## config.mk

```make
export PLATFORM = sky130hd
export DESIGN_NAME = pool2d_layer
export DESIGN_NICKNAME = d
export VERILOG_FILES = /design/src/rtl/pool2d_layer_pkg.sv /design/src/rtl/pool_window_reduce.sv /design/src/rtl/pool2d_layer.sv
export SDC_FILE = /design/constraint.sdc
export NUM_CORES = 1
export LEC_CHECK = 0
export ABC_AREA = 1
export BUFFER_PORTS_ARGS = -buffer_cell sky130_fd_sc_hd__buf_2
export CORE_MARGIN = 2
export CORE_UTILIZATION = 45
export CTS_CLUSTER_DIAMETER = 100
export DETAILED_ROUTE_END_ITERATION = 8
export PLACE_DENSITY = 0.67
export SLEW_MARGIN = 15
export SYNTH_ARGS = -nofsm -noshare
export SYNTH_HDL_FRONTEND = slang
export SYNTH_SLANG_ARGS = --single-unit
```

## constraint.sdc

```tcl
create_clock -name clock_i -period 3.42 [get_ports clock_i]
set_input_delay 0.684 -clock clock_i [delete_from_list [all_inputs] [get_ports clock_i]]
set_output_delay 0.684 -clock clock_i [all_outputs]
set_load 0.1 [all_outputs]
```

## src/rtl/pool2d_layer_pkg.sv

```systemverilog
`default_nettype none
// ============================================================================
// Module      : pool_pkg
// Description : Shared types and helpers for the 2-D pooling stage.
// Revision    : 1.0 - initial release
// ============================================================================
package pool_pkg;

    typedef enum logic [0:0] {
        POOL_MAX = 1'b0,
        POOL_AVG = 1'b1
    } pool_mode_e;

    localparam int c_wide_bits = 64;

    function automatic int acc_bits(input int value_bits, input int kw,
                                    input int kh, input int avg);
        return (avg != 0) ? value_bits + $clog2(kw * kh) : value_bits;
    endfunction

    // True when a should be selected over b (a strictly greater). Callers
    // pass operands already extended to the wide width with the right sign.
    function automatic logic cmp_sel_a(input logic [c_wide_bits-1:0] a,
                                       input logic [c_wide_bits-1:0] b,
                                       input logic                   is_signed);
        if (is_signed) begin
            return $signed(a) > $signed(b);
        end
        return a > b;
    endfunction

endpackage
`default_nettype wire

```

## src/rtl/pool_window_reduce.sv

```systemverilog
`default_nettype none
// ============================================================================
// Module      : pool_window_reduce
// Description : Combinational max/sum over one KERNEL_W x CHANNELS window.
// Revision    : 1.0 - initial release
// ============================================================================
module pool_window_reduce
    import pool_pkg::*;
#(
    parameter int KERNEL_W   = 2,
    parameter int CHANNELS   = 1,
    parameter int VALUE_BITS = 8,
    parameter int ACC_BITS   = 8,
    parameter int AVG        = 0,
    parameter int SIGNED     = 1
) (
    input  logic [KERNEL_W-1:0][CHANNELS-1:0][VALUE_BITS-1:0] i_win,
    output logic [CHANNELS-1:0][ACC_BITS-1:0]                 o_part
);

    function automatic logic [ACC_BITS-1:0] to_acc(input logic [VALUE_BITS-1:0] v);
        if (SIGNED != 0) begin
            return ACC_BITS'($signed(v));
        end
        return ACC_BITS'(v);
    endfunction

    function automatic logic [c_wide_bits-1:0] widen(input logic [ACC_BITS-1:0] v);
        if (SIGNED != 0) begin
            return c_wide_bits'($signed(v));
        end
        return c_wide_bits'(v);
    endfunction

    always_comb begin
        o_part = '0;
        for (int c = 0; c < CHANNELS; c++) begin
            o_part[c] = to_acc(i_win[0][c]);
            for (int k = 1; k < KERNEL_W; k++) begin
                if (AVG != 0) begin
                    o_part[c] = o_part[c] + to_acc(i_win[k][c]);
                end else if (cmp_sel_a(widen(to_acc(i_win[k][c])), widen(o_part[c]),
                                       SIGNED != 0)) begin
                    o_part[c] = to_acc(i_win[k][c]);
                end
            end
        end
    end

endmodule
`default_nettype wire

```

## src/rtl/pool2d_layer.sv

```systemverilog
`default_nettype none
// ============================================================================
// Module      : pool2d_layer
// Description : Streaming non-overlapping 2-D max/average pooling over rows.
// Revision    : 1.0 - initial release
// ============================================================================
module pool2d_layer
    import pool_pkg::*;
#(
    parameter int KERNEL_W   = 2,
    parameter int KERNEL_H   = 2,
    parameter int WIDTH      = 28,
    parameter int CHANNELS   = 1,
    parameter int VALUE_BITS = 8,
    parameter int TAG_WIDTH  = 8,
    parameter int AVG        = 0,
    parameter int SIGNED     = 1
) (
    input  logic                                                    clock_i,
    input  logic                                                    reset_i,
    input  logic [WIDTH-1:0][CHANNELS-1:0][VALUE_BITS-1:0]          in_row_i,
    input  logic                                                    in_row_valid_i,
    output logic                                                    in_row_accept_o,
    input  logic                                                    in_row_last_i,
    input  logic [TAG_WIDTH-1:0]                                    in_row_tag_i,
    output logic [WIDTH/KERNEL_W-1:0][CHANNELS-1:0][VALUE_BITS-1:0] out_row_o,
    output logic                                                    out_row_valid_o,
    output logic                                                    out_row_last_o,
    output logic [TAG_WIDTH-1:0]                                    out_row_tag_o,
    input  logic                                                    out_row_accept_i
);

    localparam int         c_out_cols  = WIDTH / KERNEL_W;
    localparam int         c_win       = KERNEL_W * KERNEL_H;
    localparam int         ACC_BITS    = acc_bits(VALUE_BITS, KERNEL_W, KERNEL_H, AVG);
    localparam int         c_res_shift = ACC_BITS - VALUE_BITS;
    localparam int         c_cnt_bits  = (KERNEL_H > 1) ? $clog2(KERNEL_H) : 1;
    localparam pool_mode_e c_mode      = (AVG != 0) ? POOL_AVG : POOL_MAX;

    if (AVG != 0 && (c_win & (c_win - 1)) != 0) begin : g_bad_kernel
        $error("pool2d_layer: average mode needs a power-of-two window size");
    end

    logic [c_out_cols-1:0][CHANNELS-1:0][ACC_BITS-1:0]   w_part;
    logic [c_out_cols-1:0][CHANNELS-1:0][ACC_BITS-1:0]   w_next;
    logic [c_out_cols-1:0][CHANNELS-1:0][VALUE_BITS-1:0] w_result;
    logic [c_out_cols-1:0][CHANNELS-1:0][ACC_BITS-1:0]   r_acc;
    logic [c_out_cols-1:0][CHANNELS-1:0][VALUE_BITS-1:0] r_out_row;
    logic [c_cnt_bits-1:0]                               r_row_cnt;
    logic [TAG_WIDTH-1:0]                                r_tag;
    logic [TAG_WIDTH-1:0]                                r_out_tag;
    logic                                                r_out_valid;
    logic                                                r_out_last;
    logic                                                w_take;
    logic                                                w_first;
    logic                                                w_group_done;

    for (genvar j = 0; j < c_out_cols; j++) begin : g_win
        pool_window_reduce #(
            .KERNEL_W   (KERNEL_W),
            .CHANNELS   (CHANNELS),
            .VALUE_BITS (VALUE_BITS),
            .ACC_BITS   (ACC_BITS),
            .AVG        (AVG),
            .SIGNED     (SIGNED)
        ) u_reduce (
            .i_win  (in_row_i[j*KERNEL_W +: KERNEL_W]),
            .o_part (w_part[j])
        );
    end

    function automatic logic [c_wide_bits-1:0] widen(input logic [ACC_BITS-1:0] v);
        if (SIGNED != 0) begin
            return c_wide_bits'($signed(v));
        end
        return c_wide_bits'(v);
    endfunction

    assign in_row_accept_o = !r_out_valid || out_row_accept_i;
    assign w_take          = in_row_valid_i && in_row_accept_o;
    assign w_first         = (r_row_cnt == '0);
    assign w_group_done    = in_row_last_i || (r_row_cnt == c_cnt_bits'(KERNEL_H - 1));

    // Average output is acc >>> log2(window); since the quotient always fits
    // in VALUE_BITS, that shift-and-truncate is exactly the upper slice.
    always_comb begin
        w_next   = '0;
        w_result = '0;
        for (int j = 0; j < c_out_cols; j++) begin
            for (int c = 0; c < CHANNELS; c++) begin
                if (w_first) begin
                    w_next[j][c] = w_part[j][c];
                end else if (c_mode == POOL_AVG) begin
                    w_next[j][c] = r_acc[j][c] + w_part[j][c];
                end else if (cmp_sel_a(widen(w_part[j][c]), widen(r_acc[j][c]),
                                       SIGNED != 0)) begin
                    w_next[j][c] = w_part[j][c];
                end else begin
                    w_next[j][c] = r_acc[j][c];
                end
                w_result[j][c] = w_next[j][c][c_res_shift +: VALUE_BITS];
            end
        end
    end

    always_ff @(posedge clock_i) begin
        if (reset_i) begin
            r_row_cnt   <= '0;
            r_acc       <= '0;
            r_tag       <= '0;
            r_out_row   <= '0;
            r_out_tag   <= '0;
            r_out_valid <= 1'b0;
            r_out_last  <= 1'b0;
        end else begin
            if (out_row_accept_i) begin
                r_out_valid <= 1'b0;
            end
            if (w_take) begin
                r_acc <= w_next;
                if (w_first) begin
                    r_tag <= in_row_tag_i;
                end
                if (w_group_done) begin
                    r_row_cnt   <= '0;
                    r_out_row   <= w_result;
                    r_out_valid <= 1'b1;
                    r_out_last  <= in_row_last_i;
                    r_out_tag   <= w_first ? in_row_tag_i : r_tag;
                end else begin
                    r_row_cnt <= r_row_cnt + 1'b1;
                end
            end
        end
    end

    assign out_row_o       = r_out_row;
    assign out_row_valid_o = r_out_valid;
    assign out_row_last_o  = r_out_last;
    assign out_row_tag_o   = r_out_tag;

endmodule
`default_nettype wire

```

# Yosys cells after proc, flatten, opt, wreduce, memory -nomap -nowiden

Cells that the tools add are included.

Reduce and logical (&&, ||, !) cells: 5
Add/sub/neg operators: 1
Multiplexer cells: 132
Order comparisons: 42

Operator list:

| kind                | count |
|---|---|
| $mux 64             | 56 |
| $gt 64x64->1        | 28 |
| $mux 8              | 43 |
| $gt 8x8->1          | 14 |
| $mux 1              | 33 |
| $logic_or 1x1->1    | 2 |
| $reduce_and 2->1    | 1 |
| $add 1x1->1 const B | 1 |
| $logic_and 1x1->1   | 1 |
| $logic_not 1->1     | 1 |

Output and inout port bits: 123
Bits in registers: 243
Word-level logic and storage cells: 213
Bits of input ports: 237

# Logic depth before layout (Yosys ltp)

Gate-level depths: netlist of the first run.

Depth after elaboration: 9
Depth in mapped cells: 26
Gate-level depth less buffers: 26

# Hierarchy

A second synthesis of the first run with hierarchy kept.

Cell total of the unflattened synthesis: 2,900
Area total of the unflattened synthesis: 19,267.2 um2

Modules (own cells, without submodules):

| module             | instances | seq. area each (um2) | area each (um2) | cells an instance |
|---|---|---|---|---|
| pool2d_layer       | 1         | 4,864.7              | 13,451.7        | 2,018 |
| pool_window_reduce | 14        | 0.0                  | 415.4           | 63 |

# Worst setup path after synthesis of the first run

OpenSTA, ideal clock, no wires.

Path type: input-to-reg
Start point: input in_row_i[135] (netlist name)
End point: register r_acc[65] (netlist name)
Library setup time: 0.109 ns
Path slack: 0.152 ns
Buffers on the path: 0
Required time: 3.311 ns
Data arrival time: 3.159 ns
Cell stages on the path: 19
Cells stage by stage: inv_1 ha_1 a21o_1 nor2_1 nand3_2 nand3_4 nand2_1 and2_1 ha_1 nand2_1 o21a_1 nand3_1 nand2_1 nand2_1 inv_1 nand2_1 nand3_1 nand2_1 inv_1

Word-level cells in the longest chain between the ends: 9
Elaborated cells between the ends (all ways): 10
Classes of those cells: 3 x order compare; 7 x mux

Ends and longest elaborated chain:

| item                                   | line                                           | text |
|---|---|---|
| start: declaration                     | pool2d_layer.sv:21                             | `input logic [WIDTH-1:0][CHANNELS-1:0][VALUE_BITS-1:0] in_row_i,` |
| $gt 8x8->1                             | pool2d_layer_pkg.sv:27                         | `return $signed(a) > $signed(b);` |
| $mux 8 *                               | pool_window_reduce.sv:42                       | `end else if (cmp_sel_a(widen(to_acc(i_win[k][c])), widen(o_part[c]),` |
| $mux 64                                | pool2d_layer.sv:76                             | `return c_wide_bits'(v);` |
| $mux 64                                | pool2d_layer.sv:91                             | `if (w_first) begin` |
| $gt 64x64->1, on equally long branches | pool2d_layer_pkg.sv:29, pool2d_layer_pkg.sv:27 |  |
| $mux 1                                 | pool2d_layer_pkg.sv:29                         | `return a > b;` |
| $mux 1                                 | pool2d_layer.sv:91                             |  |
| $mux 8                                 | pool2d_layer.sv:95                             | `end else if (cmp_sel_a(widen(w_part[j][c]), widen(r_acc[j][c]),` |
| $mux 8 *                               | pool2d_layer.sv:91                             |  |
| end signal: assignment                 | pool2d_layer.sv:120                            | `r_acc <= w_next;` |
| end: declaration                       | pool2d_layer.sv:47                             | `logic [c_out_cols-1:0][CHANNELS-1:0][ACC_BITS-1:0] r_acc;` |

Every way passes the cells marked *; elsewhere a longest branch is shown, timed or not. The select of a mux whose other input is x is not followed.
A chain may end at the register's enable or synchronous reset.

# Worst setup path after layout of the first run

Start point: input in_row_i[135] (netlist name)
End point: register r_out_row, in the netlist out_row_o[68]

Word-level cells in the longest chain between the ends: 9
Elaborated cells between the ends (all ways): 10
Classes of those cells: 3 x order compare; 7 x mux

Ends and longest elaborated chain:

| item                                   | line                                           | text |
|---|---|---|
| $gt 8x8->1                             | pool2d_layer_pkg.sv:27                         |  |
| $mux 8 *                               | pool_window_reduce.sv:42                       |  |
| $mux 64                                | pool2d_layer.sv:76                             |  |
| $mux 64                                | pool2d_layer.sv:91                             |  |
| $gt 64x64->1, on equally long branches | pool2d_layer_pkg.sv:29, pool2d_layer_pkg.sv:27 |  |
| $mux 1                                 | pool2d_layer_pkg.sv:29                         |  |
| $mux 1                                 | pool2d_layer.sv:91                             |  |
| $mux 8                                 | pool2d_layer.sv:95                             |  |
| $mux 8 *                               | pool2d_layer.sv:91                             |  |
| end signal: assignment                 | pool2d_layer.sv:126                            | `r_out_row <= w_result;` |
| end: declaration                       | pool2d_layer.sv:48                             | `logic [c_out_cols-1:0][CHANNELS-1:0][VALUE_BITS-1:0] r_out_row;` |

Marks and branches as above.

==> results of run 1 <==
## where the power goes
group	leakage, nW	internal (mW)	switching (mW)	total, mW
clock	0.518	2.07	1.30	3.37
combinational	11.3	1.51	3.22	4.73
sequential	2.01	3.15	0.168	3.31
total	13.8	6.73	4.69	11.4
## worst max-delay path, cell delays in order
cell and delay (ns):
buf_2 0.08, inv_1 0.05, ha_1 0.32, a21o_1 0.19, nor2_1 0.16, nand3_2 0.22
nand3_4 0.19, nand2_1 0.09, and2_1 0.15, ha_1 0.29, a21oi_1 0.22, o21a_1 0.14
nand3_1 0.07, nand2_1 0.06, nand2_1 0.06, inv_1 0.23, nand2_1 0.11, nand2_1 0.11
nand2_1 0.07, nand2_1 0.07
## flip-flops by register name (all words and copies together) (netlist names)
register and count:
out_row_last_o 1, out_row_o 112, out_row_tag_o 8, out_row_valid_o 1
r_acc 112, r_row_cnt 1, r_tag 8
## how the worst max path moves through the flow
stage                       start              to  slack, ns  depth (start not counted)
finish              in_row_i[135]   out_row_o[68]       0.36                         20
global route        in_row_i[167]   out_row_o[83]       0.01                         24
CTS                 in_row_i[215]  out_row_o[110]       0.35                         23
detailed placement  in_row_i[215]  out_row_o[110]      -0.22                         23
global placement    in_row_i[215]  out_row_o[110]      -0.12                         23
floorplan           in_row_i[135]       r_acc[65]       0.15                         19
## cell usage after synthesis (21+ instances only)
| cell | number |
|---|---|
| a21oi_1 | 184 |
| and2_1 | 98 |
| buf_2 | 21 |
| clkbuf_1 | 25 |
| dfxtp_1 | 243 |
| ha_1 | 224 |
| inv_1 | 550 |
| nand2_1 | 1042 |
| nand3_1 | 238 |
| nand4_1 | 116 |
| nor2_1 | 102 |
## timing repair
| item | CTS | global route |
|---|---|---|
| resized for setup | 0 | 2 |
| endpoints found under the setup margin | 0 | 8 |
| endpoints found under the hold margin | 0 | 0 |
## per-stage QoR
step / instance area [sq um] / TNS [ns] / cells / utilization [%]
2_1_floorplan: 19000 / 0 / 3007 / -
3_3_place_gp: 22250 / -3.886 / 3978 / 53.16
3_5_place_dp: 22250 / -21.67 / 3978 / 53.16
4_1_cts: 23300 / 0 / 4033 / 55.68
5_1_grt: 23320 / 0 / 4039 / 55.72
6_report: 23330 / 0 / 4041 / 55.73
## per-layer routing
layer / vias up / routed length, um
met2: 428 / 24480
met3: 101 / 2583
met5: - / 49
met4: 8 / 1569
met1: 8859 / 24410
li1: 10450 / -
## kinds of logic (layout without fill, tap and decap cells)
family | after synthesis | after routing
flops | 243 | 243
other cells | 0 | 8
fa+ha+maj | 224 | 224
buf+inv | 623 | 1110
mux | 8 | 8
compound gates | 247 | 247
simple gates | 1662 | 1662
## layout make-up
| cell class | instances | area, sq um |
|---|---|---|
| Timing Repair Buffer | 500 | 2908 |
| Sequential cell | 243 | 4866 |
| Clock inverter | 11 | 138.9 |
| Antenna cell | 8 | 20.02 |
| Inverter | 555 | 2092 |
| Tap cell | 539 | 674.4 |
| Multi-Input combinational cell | 2141 | 11710 |
| Fill cell | 4092 | 18530 |
| Clock buffer | 44 | 914.6 |
==> summary.md, run 1 <==
| Metric | Value |
|---|---|
| Die span in x | `209.5 um` |
| Hold_ws | `between 0.4 and 0.5 ns` |
| Drt initial violations | `between 900 and 1000` |
| DR pass1 iterations | `6` |
| Setup CP Type | `input port to register` |
| Combinational family with the most area after synthesis | `simple AND/OR/NAND/NOR gates` |
| IR drop worst, VDD | `about 0.44 mV` |
| Min-delay worst type | `input port to register` |
| Place WS | `-0.2165 ns` |
| Grt met1 use | `about 30%` |
| Max frequency | `between 300 and 400 MHz` |
| Min-delay src | `in_row_tag_i[1]` |
| Floorplan core area | `41850 sq um` |
| Die Ht | `209.5 um` |
| PD cells | `slightly below 500 nW/um^2` |
| Worst Reg-to-Reg Cells | `12` |
| Simple-gate share of the synthesized area | `between 30% and 40%` |
| Setup slack after layout | `roughly 0.36 ns` |
| Ys async rst share | `0%` |
| Avg Cell Area, Syn | `6.320 sq um` |
| Outcome | `complete, no violations` |
| CTS Buf Count | `31` |
| CTS tree | `done` |
| Clock Sinks | `around 240` |
| Cells after Synth | `between 3000 and 4000` |
| Total global routing overflow | `0` |
| Top cells by area, synth | `dfxtp_1, nand2_1, ha_1` |
| Hold depth | `3` |
| Period utilization | `between 80% and 90%` |
| M3 GR Usage | `3.816%` |
| Setup Buffers After CTS | `0` |
| Worst-Skew Late Latency | `roughly 0.56 ns` |
| Top_reg_cell synth | `dfxtp_1` |
| Layout cells sized above 1 | `17.80%` |
| CTS max path bufs | `3` |
| H-tree levels | `1` |
| Layout Nets | `3933` |
| Tmin final | `between 3 and 4 ns` |
| Initial core utilization | `a little under half` |
| Pins over their slew limit | `0` |
| First-pass GRT wire length | `between 80 and 90 mm` |
| Hold buffers post-CTS | `0` |
| Final Power | `between 10 and 15 mW` |
| Via density | `roughly 4.9` |
| Hold Vio Cnt, Final | `0` |
| ANT nets after route | `0` |
| Req. time, crit path | `approximately 4 ns` |
| Commonest non-fill, non-tap cell in the layout | `nand2_1` |
| Post-Synthesis Cell Area | `~19000 sq um` |
| Worst r2r src | `r_acc[15]` |
| Commonest non-fill, non-tap cells in the layout | `nand2_1, inv_1, buf_2` |
| Vias | `around 20000` |
| Critical Path Source Type | `input port` |
| Complex-gate fraction of the synthesized area | `7.051%` |
| Slew HR | `a little over half` |
| Area grow syn2layout | `22.74%` |
| Max-Cap Viols | `0` |
| RePlAce Congestion | `around 0.9` |
| Total Routed Length | `53.10 mm` |
| Synth area leader | `dfxtp_1` |
| Ys Warns | `0` |
| Drt wl/cell | `between 10 and 15 um` |
| Worst Tran Pin Value | `~0.7 ns` |
| Clock-pin slew on the worst setup and hold paths | `~0.060 ns` |
| Critical path capture point type | `register` |
| #FFs+latches synth | `about 240` |
| Final setup viols | `0` |
| M2 GR Usage | `40.86%` |
| Number of synthesized flops with an enable pin | `0` |
| Port Buffers | `around 360` |
| Worst flop-to-flop path endpoint | `r_acc[10]` |
| GRT Overall Usage | `a little under a quarter` |
| Worst EP arrival | `about 3.6 ns` |
| Worst Path Max Fanout | `9` |
| Top-area cell type share of the netlist area | `between 20% and 30%` |
| Final HPWL DP | `40.59 mm` |
| Grt peak-use layer | `met2` |
| Post-Synth Adder-Cell Area | `between 10% and 20%` |
| Lkg Pwr | `13.85 nW` |
| Io pins | `360` |
| DIE AREA | `roughly 44000 sq um` |
| Hold Crit Endpoint | `out_row_tag_o[1]` |
| Sequential fraction of the synthesis area | `between 20% and 30%` |
| Rows | `75` |
| R2R setup slack | `1.49 ns` |
| Vias in the first global route | `between 15000 and 20000` |
| Post-synthesis mux area share | `less than 1%` |
| Initial antenna violation count | `12` |
| Syn nets | `~3500` |
| Post-synthesis xor/xnor area fraction | `0%` |
| Layout Skew | `approximately 0.016 ns` |
| DRC | `0` |
| Largest net degree at the start of global routing | `143` |
| RSZ-0062 raised after global routing | `no` |
| Netlist cell types | `30` |
| Clock root buffer | `clkbuf_16` |
Power figures use the tool's default switching activity.
==> inputs of run 2 (changes only) <==
--- a/config.mk
+++ b/config.mk
@@ -8,10 +8,10 @@
 export ABC_AREA = 1
 export BUFFER_PORTS_ARGS = -buffer_cell sky130_fd_sc_hd__buf_2
 export CORE_MARGIN = 2
-export CORE_UTILIZATION = 45
+export CORE_UTILIZATION = 30
 export CTS_CLUSTER_DIAMETER = 100
 export DETAILED_ROUTE_END_ITERATION = 8
-export PLACE_DENSITY = 0.67
+export PLACE_DENSITY = 0.47
 export SLEW_MARGIN = 15
 export SYNTH_ARGS = -nofsm -noshare
 export SYNTH_HDL_FRONTEND = slang
==> summary.md, run 2 (synthesis results as in run 1) <==
| Metric | Value |
|---|---|
| Slew HR | `a little under 40%` |
| Max frequency | `about 330 MHz` |
| Pins over their slew limit | `0` |
| Sequential power share | `~27%` |
| CP dominant cell by count | `nand2_1` |
| ANT nets after route | `0` |
| Psw | `~4.8 mW` |
| Worst Path Max Fanout | `9` |
| Req. time, crit path | `around 3.9 ns` |
| Slowest-stage cell, CP | `ha_1` |
| Clock root buffer | `clkbuf_16` |
| Port Buffers | `359` |
| Layout Skew | `0.01535 ns` |
| IR drop worst, VDD | `about 0.26 mV` |
| Clock-pin slew on the worst setup and hold paths | `0.05 ns` |
| DIE AREA | `roughly 65000 sq um` |
| Layout cells sized above 1 | `between 20% and 30%` |
| Initial core utilization | `30.24%` |
| Lkg Pwr | `between 10 and 15 nW` |
| Logic gate share of total power | `between 40 and 50%` |
| CTS max path bufs | `3` |
| Setup slack after layout | `~0.36 ns` |
| Clk pwr share | `between 30% and 40%` |
| Tmin final | `3.059 ns` |
| Area grow syn2layout | `33.50%` |
| Final HPWL DP | `roughly 46 mm` |
| Total Routed Length | `about 60 mm` |
| Non-Filler Instances | `around 4500` |
| CTS tree | `done` |
| Hold Vio Cnt, Final | `0` |
| Io pins | `360` |
| DRC | `0` |
| Vias in the first global route | `slightly below 20000` |
| Vias | `~20000` |
| PD cells | `about 480 nW/um^2` |
| Rows | `approximately 90` |
| Finished Core Util | `about 40%` |
| Place WS | `-0.1896 ns` |
| H-tree levels | `2` |
| Die Ht | `255.7 um` |
| Worst EP arrival | `roughly 3.5 ns` |
| Largest net degree at the start of global routing | `between 100 and 150` |
| Hold_ws | `about 0.44 ns` |
| First-pass GRT wire length | `between 90 and 100 mm` |
| Hold buffers post-CTS | `0` |
| Drt wl/cell | `approximately 13 um` |
| Net Sw Frac | `39.60%` |
| Worst-path cell chain | `buf_2, inv_1, ha_1, a21oi_1, nor2_1, nor2_1, buf_4, nand2_1, nand2_2, nand3_2, nand2_1, and2_1, ha_1, a21oi_1, o21a_1, nand3_1, nand2_1, nand2_1, buf_4, nand3_1, nand3_1, nand2_1, inv_1` |
| Layout Nets | `4133` |
| Setup Buffers After CTS | `0` |
| GRT Overall Usage | `between 10% and 20%` |
| Worst path max stage delay | `about 0.3 ns` |
| Final setup viols | `0` |
| Worst Tran Pin Value | `0.9072 ns` |
| Initial antenna violation count | `10` |
| Max-Cap Viols | `0` |
| Commonest non-fill, non-tap cells in the layout | `nand2_1, inv_1, buf_2` |
| Internal Power | `roughly 7.4 mW` |
| Worst-Skew Late Latency | `around 0.53 ns` |
| Placed insts | `approximately 4500` |
| Critical path capture point type | `register` |
| Period utilization | `approximately 89%` |
| Floorplan core area | `between 60000 and 70000 sq um` |
| Setup CP Type | `input port to register` |
| RSZ-0062 raised after global routing | `no` |
| Via density | `between 4 and 5` |
| Critical Path Source Type | `input port` |
| Commonest non-fill, non-tap cell in the layout | `nand2_1` |
| Total global routing overflow | `0` |
| RePlAce Congestion | `slightly above 0.8` |
| Die span in x | `approximately 260 um` |
| PostCTS Resize Cnt | `0` |
| CTS Buf Count | `36` |
| Outcome | `complete, no violations` |
| Min-delay worst type | `register to register` |
| DR pass1 iterations | `5` |
| Clock Sinks | `243` |
| Drt initial violations | `793` |
==> run 2: changes by cell type in the layout (fill, tap and decap cells not counted), moves of 2 or more <==
cell / delta
clkbuf_16: +6
clkbuf_1: -2
diode_2: -4
inv_1: +2
buf_4: +194
bufinv_16: +2
==> run 2: path summary, 6_finish.rpt <==
check,cells past startpoint,start,slack [ns],to
hold reg to reg,2,out_row_o[4],0.44,out_row_o[4]
setup / recovery,23,in_row_i[197],0.36,r_acc[98]
hold / removal,2,out_row_o[4],0.44,out_row_o[4]
setup reg to reg,11,out_row_valid_o,1.40,out_row_o[15]
==> run 2: routing by layer <==
metal | global-route usage [%] | wire length (um)
met5 | 0 | 61
met4 | 4.353 | 901
met3 | 2.902 | 2296
met2 | 31.01 | 26900
met1 | 23.33 | 28590
==> run 2: cell type report <==
cell class | instances | area, sq um
fill | 6904 | 37480
multi-input combinational | 2141 | 11710
sequential | 243 | 4866
timing repair buffer | 695 | 4384
inverter | 555 | 2088
tap | 846 | 1059
clock buffer | 48 | 1057
clock inverter | 13 | 195.2
antenna | 4 | 10.01
==> run 2: power by group through the flow <==
stage / Sequential (mW) / Clock [mW] / Combinational (mW)
after floorplan: 4.44 / 0 / 2.44
after global placement: 3.41 / 0 / 4.99
after detailed placement: 3.40 / 0 / 5.00
after CTS: 3.35 / 4.09 / 5.02
after global routing: 3.38 / 4.20 / 5.60
final: 3.34 / 3.95 / 4.96
==> run 2: per-stage QoR <==
step                power (mW)  setup TNS [ns]  cell area, sq um
finish                   12.25               0             25370
detailed placement       8.397          -12.91             24110
floorplan                6.880               0             19000
CTS                      12.46               0             25360
global route             13.18               0             25370
global placement         8.399          -12.40             24110
==> run 2: critical path, delay by kind of cell <==
family / cells / cell delay, ns
buffers and inverters: 5 / 0.49
adders and majority gates: 2 / 0.53
AOI/OAI and AO/OA: 3 / 0.47
and+or+nand+nor: 13 / 1.31
==> inputs of run 3 (changes only) <==
--- a/config.mk
+++ b/config.mk
@@ -8,10 +8,10 @@
 export ABC_AREA = 1
 export BUFFER_PORTS_ARGS = -buffer_cell sky130_fd_sc_hd__buf_2
 export CORE_MARGIN = 2
-export CORE_UTILIZATION = 30
+export CORE_UTILIZATION = 52
 export CTS_CLUSTER_DIAMETER = 100
 export DETAILED_ROUTE_END_ITERATION = 8
-export PLACE_DENSITY = 0.47
+export PLACE_DENSITY = 0.76
 export SLEW_MARGIN = 15
 export SYNTH_ARGS = -nofsm -noshare
 export SYNTH_HDL_FRONTEND = slang
==> summary.md, run 3 (synthesis results as in run 1) <==
| Metric | Value |
|---|---|
| Outcome | `complete, no violations` |
| R2R setup slack | `~1.4 ns` |
| Die span in x | `slightly below 200 um` |
| Worst r2r src | `r_acc[41]` |
| Final Power | `about 11 mW` |
| Placed Area | `about 22000 sq um` |
| Fill cells | `3277` |
| Max frequency | `approximately 320 MHz` |
| Clk pwr share | `about 28%` |
| Port Buffers | `around 360` |
| Min-delay worst type | `input port to register` |
| Clock root buffer | `clkbuf_16` |
| Internal Power | `around 6.5 mW` |
| RePlAce Congestion | `0.9283` |
| Worst Path Max Fanout | `9` |
| Setup CP Type | `input port to register` |
| DIE AREA | `~38000 sq um` |
| Final Cell Area | `about 23000 sq um` |
| CP dominant cell by count | `nand2_1` |
| Worst Reg-to-Reg Cells | `13` |
| Drt initial violations | `approximately 1000` |
| Req. time, crit path | `between 3 and 4 ns` |
| H-tree levels | `1` |
| Psw | `between 4 and 5 mW` |
| Final setup viols | `0` |
| DRC | `0` |
| CTS tree | `done` |
| GRT Overall Usage | `a little over a quarter` |
| Hold Crit Endpoint | `out_row_last_o` |
| Sequential power share | `29.5%` |
| Layout cells sized above 1 | `17.43%` |
| Commonest non-fill, non-tap cell in the layout | `nand2_1` |
| Tmin final | `roughly 3.1 ns` |
| Hold depth | `3` |
| Hold Vio Cnt, Final | `0` |
| Worst path max stage delay | `about 0.35 ns` |
| Total Routed Length | `52.37 mm` |
| Clock Sinks | `243` |
| Slowest-stage cell, CP | `ha_1` |
| Layout Nets | `around 3900` |
| Lkg Pwr | `13.78 nW` |
| ANT nets after route | `0` |
| Final HPWL DP | `39.71 mm` |
| Largest net degree at the start of global routing | `~140` |
| Slew HR | `50.36%` |
| Initial core utilization | `52.41%` |
| Place WS | `-0.1938 ns` |
| Critical path capture point type | `register` |
| CTS Buf Count | `30` |
| Net Sw Frac | `between 40% and 50%` |
| First-pass GRT wire length | `between 80 and 90 mm` |
| Pins over their slew limit | `0` |
| Io pins | `360` |
| Worst-Skew Late Latency | `0.57 ns` |
| Drt wl/cell | `~13 um` |
| Vias | `a little over 20000` |
| RSZ-0062 raised after global routing | `no` |
| CTS max path bufs | `3` |
| Rows | `70` |
| Critical Path Source Type | `input port` |
| Hold_ws | `around 0.42 ns` |
| Vias in the first global route | `roughly 20000` |
| Max-Cap Viols | `0` |
| Floorplan core area | `around 36000 sq um` |
| Setup Buffers After CTS | `0` |
| Clock-pin slew on the worst setup and hold paths | `0.06 ns` |
| Via density | `5.128` |
| Layout Skew | `approximately 0.024 ns` |
| Hold buffers post-CTS | `0` |
| Initial antenna violation count | `1` |
| PD cells | `486.4 nW/um^2` |
| PostCTS Resize Cnt | `0` |
| Min-delay src | `in_row_last_i` |
| Finished Core Util | `63.66%` |
| Setup slack after layout | `roughly 0.32 ns` |
| Worst EP arrival | `~3.6 ns` |
| Total global routing overflow | `0` |
| DR pass1 iterations | `7` |
| Commonest non-fill, non-tap cells in the layout | `nand2_1, inv_1, buf_2` |
| Worst Tran Pin Value | `~0.74 ns` |
| Period utilization | `between 90% and 100%` |
| Area grow syn2layout | `21.47%` |
| IR drop worst, VDD | `roughly 0.37 mV` |
| Die Ht | `about 200 um` |
| Worst flop-to-flop path endpoint | `out_row_o[42]` |
| Worst-path cell chain | `buf_2, inv_1, ha_1, nand2_1, nor2_1, nand2_1, nand2_1, nand2_2, nand3_4, nand2_1, and2_1, ha_1, a21oi_1, o21a_1, nand3_1, nand2_1, nand2_2, inv_1, nand2_1, nand3_1, nand2_1, inv_1` |
| Logic gate share of total power | `between 40% and 50%` |
[run 3: cell count changes in the layout (fill, tap and decap cells not counted), moves of 2 or more]
cell        change
buf_4         -206
clkbuf_16       -6
clkbuf_8        -4
bufinv_16       -3
clkbuf_1        +3
diode_2         -3
clkinvlp_4      +2
[run 3: metal layers]
layer  global-route usage (%)  wire length (um)  vias up
met2                    47.99             24940      593
met5                        0                 0        -
li1                         -                 -    10430
met4                    10.18              1584        0
met3                    3.005              2918      108
met1                    33.14             22930     9125
[run 3: stage by stage]
stage / TNS, ns / instances
floorplan: 0 / 3007
CTS: 0 / 3950
finish: 0 / 3951
global route: 0 / 3951
global placement: -1.917 / 3896
detailed placement: -21.92 / 3896
[run 3: cell type report]
| cell class | count | area [sq um] | share of cell area (%) |
|---|---|---|---|
| inverters | 555 | 2088 | 9.046 |
| clock buffers | 41 | 863.3 | 3.740 |
| repair buffers | 489 | 2838 | 12.29 |
| clock inverters | 13 | 128.9 | 0.5583 |
| multi-input cells | 2141 | 11710 | 50.74 |
| well taps | 468 | 585.6 | 2.537 |
| flip-flops and latches | 243 | 4866 | 21.08 |
| diodes | 1 | 2.502 | 0.01084 |
[run 3: worst max path at each step]
stage,from,end,slack (ns),cells past startpoint
6_report,in_row_i[55],r_acc[26],0.32,22
5_1_grt,in_row_i[55],r_acc[25],0.04,23
4_1_cts,in_row_i[87],r_acc[40],0.38,21
3_5_place_dp,in_row_i[55],r_acc[30],-0.19,22
3_3_place_gp,in_row_i[5],out_row_o[2],-0.08,21
2_1_floorplan,in_row_i[135],r_acc[65],0.15,19
[run 3: critical path, delay by kind of cell]
kind | cells | cell delay (ns)
AND/OR/NAND/NOR | 14 | 1.52
adder cells (fa/ha/maj) | 2 | 0.67
buffers and inverters | 4 | 0.44
AO/OA/AOI/OAI | 2 | 0.29
[run 3: power by group through the flow]
stage               registers [mW]  logic, mW  clock network (mW)
finish                        3.32       4.73                3.18
floorplan                     4.44       2.44                   0
global placement              3.36       4.54                   0
detailed placement            3.37       4.69                   0
CTS                           3.31       4.72                3.25
global route                  3.35       5.26                3.37
